$ cat src/rtl/bless_port_alloc.sv
`default_nettype none
// ==== bless_port_alloc : BLESS bufferless router port allocator (age-ordered, deflecting)
// ==== Rev 1.0

module bless_port_alloc #(
  parameter int COORD_W    = 3,
  parameter int AGE_W      = 8,
  parameter int MY_X       = 0,
  parameter int MY_Y       = 0,
  parameter int STARVE_MAX = 16,
  localparam int CW        = 1 + 2*COORD_W + AGE_W
) (
  input  logic          clk,
  input  logic          rst_n,
  input  logic [CW-1:0] ctl0_in,
  input  logic [CW-1:0] ctl1_in,
  input  logic [CW-1:0] ctl2_in,
  input  logic [CW-1:0] ctl3_in,
  input  logic [CW-1:0] inj_ctl,
  input  logic          inj_valid,
  output logic          inj_ack,
  output logic [14:0]   route_config,
  output logic [CW-1:0] ctl0_fwd,
  output logic [CW-1:0] ctl1_fwd,
  output logic [CW-1:0] ctl2_fwd,
  output logic [CW-1:0] ctl3_fwd,
  output logic [CW-1:0] ctl4_fwd,
  output logic          starve
);

  localparam logic [COORD_W-1:0] c_MY_X       = COORD_W'(MY_X);
  localparam logic [COORD_W-1:0] c_MY_Y       = COORD_W'(MY_Y);
  localparam logic [AGE_W-1:0]   c_STARVE_MAX = AGE_W'(STARVE_MAX);

  function automatic logic [2:0] f_prod(input logic [CW-1:0] w);
    logic [COORD_W-1:0] dx;
    logic [COORD_W-1:0] dy;
    logic [2:0]         p;
    dx = w[CW-2 -: COORD_W];
    dy = w[AGE_W +: COORD_W];
    if (dx > c_MY_X)      p = 3'd2;
    else if (dx < c_MY_X) p = 3'd3;
    else if (dy > c_MY_Y) p = 3'd1;
    else if (dy < c_MY_Y) p = 3'd0;
    else                  p = 3'd4;
    return p;
  endfunction

  // Productive port if free, else lowest free network port; 3'b111 when none is left.
  function automatic logic [2:0] f_pick(input logic [2:0] prod, input logic [4:0] free);
    logic [2:0] p;
    p = 3'b111;
    if (free[prod]) begin
      p = prod;
    end else begin
      for (int n = 3; n >= 0; n--)
        if (free[n]) p = 3'(n);
    end
    return p;
  endfunction

  function automatic logic [CW-1:0] f_bump(input logic [CW-1:0] w);
    logic [CW-1:0] r;
    r = w;
    if (w[AGE_W-1:0] != '1) r[AGE_W-1:0] = w[AGE_W-1:0] + AGE_W'(1);
    return r;
  endfunction

  logic [CW-1:0]    w_word [5];
  logic [2:0]       w_prod [5];
  logic [AGE_W-1:0] w_age  [5];
  logic [4:0]       w_vld;
  logic [4:0]       w_take;
  logic [CW-1:0]    w_fwd  [5];
  logic [2:0]       w_rank [4];
  logic [4:0]       w_free;
  logic [2:0]       w_port;
  logic [14:0]      w_cfg;
  logic             w_inj_gnt;
  logic             w_clear;

  logic [14:0]      r_cfg;
  logic [CW-1:0]    r_fwd [5];
  logic [AGE_W-1:0] r_cnt;
  logic             r_starve;

  assign w_word[0] = ctl0_in;
  assign w_word[1] = ctl1_in;
  assign w_word[2] = ctl2_in;
  assign w_word[3] = ctl3_in;
  assign w_word[4] = inj_ctl;

  assign w_vld = {inj_valid & inj_ctl[CW-1], ctl3_in[CW-1], ctl2_in[CW-1],
                  ctl1_in[CW-1], ctl0_in[CW-1]};

  for (genvar gi = 0; gi < 5; gi++) begin : g_decode
    assign w_prod[gi] = f_prod(w_word[gi]);
    assign w_age[gi]  = w_word[gi][AGE_W-1:0];
    assign w_fwd[gi]  = w_take[gi] ? f_bump(w_word[gi]) : '0;
  end

  // Rank = number of valid network flits that beat this one; ranks of valid flits are unique.
  always_comb begin
    w_cfg     = '1;
    w_free    = '1;
    w_inj_gnt = 1'b0;
    w_port    = 3'b111;
    for (int i = 0; i < 4; i++) begin
      w_rank[i] = 3'd0;
      for (int j = 0; j < 4; j++)
        if (j != i && w_vld[j] &&
            (w_age[j] > w_age[i] || (w_age[j] == w_age[i] && j < i)))
          w_rank[i] = w_rank[i] + 3'd1;
    end
    for (int k = 0; k < 4; k++) begin
      for (int i = 0; i < 4; i++) begin
        if (w_vld[i] && w_rank[i] == 3'(k)) begin
          w_port                       = f_pick(w_prod[i], w_free);
          w_free[w_port]               = 1'b0;
          w_cfg[int'(w_port)*3 +: 3]   = 3'(i);
        end
      end
    end
    // Injection only sees what the network flits left behind.
    if (w_vld[4]) begin
      w_port = f_pick(w_prod[4], w_free);
      if (w_port != 3'b111) begin
        w_inj_gnt                  = 1'b1;
        w_free[w_port]             = 1'b0;
        w_cfg[int'(w_port)*3 +: 3] = 3'd4;
      end
    end
  end

  assign w_take  = {w_inj_gnt, w_vld[3:0]};
  assign inj_ack = rst_n & w_inj_gnt;
  assign w_clear = !inj_valid || inj_ack;

  always_ff @(posedge clk or negedge rst_n) begin
    if (!rst_n) begin
      r_cfg    <= '1;
      r_cnt    <= '0;
      r_starve <= 1'b0;
      for (int n = 0; n < 5; n++) r_fwd[n] <= '0;
    end else begin
      r_cfg <= w_cfg;
      for (int n = 0; n < 5; n++) r_fwd[n] <= w_fwd[n];
      if (w_clear) begin
        r_cnt    <= '0;
        r_starve <= 1'b0;
      end else begin
        r_starve <= (r_cnt == c_STARVE_MAX);
        if (r_cnt != c_STARVE_MAX) r_cnt <= r_cnt + AGE_W'(1);
      end
    end
  end

  assign route_config = r_cfg;
  assign ctl0_fwd     = r_fwd[0];
  assign ctl1_fwd     = r_fwd[1];
  assign ctl2_fwd     = r_fwd[2];
  assign ctl3_fwd     = r_fwd[3];
  assign ctl4_fwd     = r_fwd[4];
  assign starve       = r_starve;

endmodule

`default_nettype wire

$ cat config.mk
export PLATFORM = sky130hd
export DESIGN_NAME = bless_port_alloc
export DESIGN_NICKNAME = d
export VERILOG_FILES = /design/src/rtl/bless_port_alloc.sv
export SDC_FILE = /design/constraint.sdc
export NUM_CORES = 1
export LEC_CHECK = 0
export BUFFER_PORTS_ARGS = -buffer_cell sky130_fd_sc_hd__buf_2
export CAP_MARGIN = 20
export CORE_MARGIN = 10
export CORE_UTILIZATION = 45
export CTS_BUF_LIST = sky130_fd_sc_hd__clkbuf_16
export DETAILED_ROUTE_END_ITERATION = 12
export PLACE_DENSITY = 0.66
export SYNTH_ARGS = -nofsm -noshare
export SYNTH_HDL_FRONTEND = slang
export SYNTH_SLANG_ARGS = --single-unit
export TNS_END_PERCENT = 20
$ cat constraint.sdc
create_clock -name clk -period 29 [get_ports clk]
set_clock_uncertainty 0.15 [all_clocks]
set_input_delay 4.35 -clock clk [delete_from_list [all_inputs] [get_ports clk]]
set_output_delay 4.35 -clock clk [all_outputs]
set_load 0.005 [all_outputs]
==> results.toml <==
[cells_and_area]
diodes = 0
final_cell_mix = "168 x buf_2, 163 x nand2_1, 159 x nor2_1"
area_delta_synth_final_pct = 14.0
regArea_sq_um = 2500
layout_commonest_cell = "buf_2"
drive_gt1_share_pct = 18.2
fin_area_sq_um = 12600
nFillCells = 2356
fin_nets = 1795
multiInputGateArea_sq_um = 8060

[route]
drtIter0Drc = 1132
wirelength_microns = 40200
wl_per_cell_microns = 20.8
drtAntennaViolNets = 0
num_vias = 11800
first_pass_iters = 5
drc = 0
vias_per_cell = 6.08

[yosys]
synth_cell_types = 107
syn_nets = 1629
ys_seq_area_share_pct = 22.7
syn_area_per_cell_sq_um = 7.65
async_reset_ff_share_pct = 100
yosysWarningCount = 0
syn_inst = 1440
syn_area_sq_um = 11000
ys_seq_elements = 99
synthFlopType = "dfrtp_1"
synth-edff-count = 0

[placement]
dp_hpwl_microns = 32900
gp_congestion = 0.987
placed_area_sq_um = 12200
pre_cts_slack_ns = 8.99
port_buffers = 169

[global_routing]
grt_max_degree = 70
antenna_found_initial = 0
overflow = 0
grt_pass1_wl_microns = 62400
grt_pass1_vias = 11000
grt.total_usage_pct = 25.0

[worst_hold_path]
hold_class = "flop to flop"

[setup_path]
critPathLaunch = "ctl2_in[5]"
critPathSlowestCell = "a311oi_1"
cp-end-kind = "output port"
r2r.worst_path.cells = 5
r2r_end = "r_cnt[1]"
r2r-start = "r_cnt[2]"
cpPeakStageDelay_ns = 0.58
crit_required_ns = 24.50
cp-start-kind = "primary input"
worst-setup-path-type = "primary input to output port"
cp_max_fo = 19
reg2reg_slack_ns = 27.27
cp_data_arrival_time_ns = 15.85
worstSetupEndpoint = "inj_ack"
cp_common_cell = "inv_1"

[sta]
slew_violations = 0
period_share_pct = 70.2
fmax_mhz = 49.1
worst_hold_slack_ns = 0.498
hold_violations = 0
timing.final.ws_setup_ns = 8.65
setup_viol_count_final = 0
grt_setup_unrepaired = "false"
timing.setup.tns_ns = 0
relSlewSlack_pct = 22.4
worst_slew_pin_slew_ns = 1.15
period_needed_ns = 20.35

[cts]
cts_setup_buffers = 0
cts_tree = "built"
clock_path_buffers = 2
cts_htree_levels = 3
root_buffer = "clkbuf_16"
path_clk_slew_ns = 0.08
clock_latency_ns = 0.36
cts_buffers = 9
cts_resized = 0
hold_buffers = 0
cts_sinks = 99

[status]
outcome = "complete, no violations"

[power_and_ir_drop]
vdd.ir_drop.worst_uv = 29.8
leakage_nw = 5.87
pwr_density_cell_nw_per_um2 = 54.2

[die]
start_util_pct = 45.6
core-area_sq_um = 24200
die_area_sq_um = 31100
die_width_microns = 176
fp-row-count = 57
die_h_microns = 176
num_io_pins = 170

[run]
max_cap_viol_count = 0
flip-flops by register name, summed over array words and instances, names as in the netlist:
name	cells
starve	1
r_cnt	8
ctl4_fwd	15
route_config	15
ctl2_fwd	15
ctl3_fwd	15
ctl1_fwd	15
ctl0_fwd	15
synth_stat cells, types with 17 or more instances:
master / n / area share [%]
ha_1: 111 / 13
inv_1: 88 / 3.0
a31oi_1: 17 / 0.97
nand4_1: 39 / 2.2
and3_1: 22 / 1.2
or3_1: 18 / 1.0
nor3_1: 56 / 2.5
clkbuf_1: 17 / 0.58
a211oi_1: 22 / 1.5
dfrtp_1: 84 / 19
and2_1: 54 / 3.1
a21oi_1: 89 / 4.0
nand2b_1: 21 / 1.2
a21o_1: 23 / 1.6
o21ai_0: 64 / 2.9
nand3_1: 50 / 2.3
nand2_1: 163 / 5.6
nor2_1: 159 / 5.4
xnor2_1: 21 / 1.7
how the worst min path moves through the flow:
stage | start | to | slack [ns] | cells after the start
2_1_floorplan | r_cnt[7] | r_cnt[7] | 0.42 | 2
3_3_place_gp | r_cnt[7] | r_cnt[7] | 0.46 | 2
3_5_place_dp | r_cnt[4] | r_cnt[4] | 0.47 | 2
4_1_cts | r_cnt[7] | r_cnt[7] | 0.49 | 2
5_1_grt | r_cnt[6] | r_cnt[6] | 0.52 | 2
6_report | r_cnt[7] | r_cnt[7] | 0.50 | 2
worst max-delay path: cells and delay by family:
| family | cells | cell delay, ns |
|---|---|---|
| compound gates | 25 | 6.76 |
| fa+ha+maj | 4 | 0.95 |
| buf+inv | 9 | 1.04 |
| simple gates | 11 | 2.69 |
layer usage:
layer	vias to the layer above	share of wire (%)	routed length, microns	global-route usage [%]
met1	5542	44	17600	33.4
met3	87	8.0	3210	3.72
met5	-	0	0	0
met4	0	3.1	1260	8.76
li1	5614	-	-	-
met2	520	45	18200	40.1
through the flow:
stage                     std cells  power, W  util, %
after floorplan                1440  0.000442        -
after global placement         1919  0.000543     50.6
after detailed placement       1919  0.000546     50.6
after CTS                      1935  0.000679     52.0
after global routing           1935  0.000734     52.0
final                          1935  0.000681     52.0
cell families (layout without fill, tap and decap cells):
| logic type | after synthesis | in the layout | synth area share, % |
|---|---|---|---|
| fa+ha+maj | 114 | 114 | 12.9 |
| xor+xnor | 34 | 34 | 2.70 |
| flops | 99 | 99 | 22.7 |
| simple gates | 658 | 658 | 29.7 |
| mux | 10 | 10 | 0.920 |
| compound gates | 407 | 407 | 26.8 |
| buf+inv | 118 | 289 | 4.28 |
where the power goes:
part	total (W)	internal (W)	switching [W]
sequential	0.000161	0.000157	0.00000375
clock	0.000131	0.0000626	0.0000682
combinational	0.000390	0.000138	0.000251
layout make-up:
cell class | count | area share (%)
Clock inverter | 7 | 0.727
Timing Repair Buffer | 180 | 7.41
Multi-Input combinational cell | 1223 | 64.2
Tap cell | 324 | 3.23
Sequential cell | 99 | 19.9
Clock buffer | 9 | 1.79
Inverter | 93 | 2.80
Power figures use the tool's default switching activity.
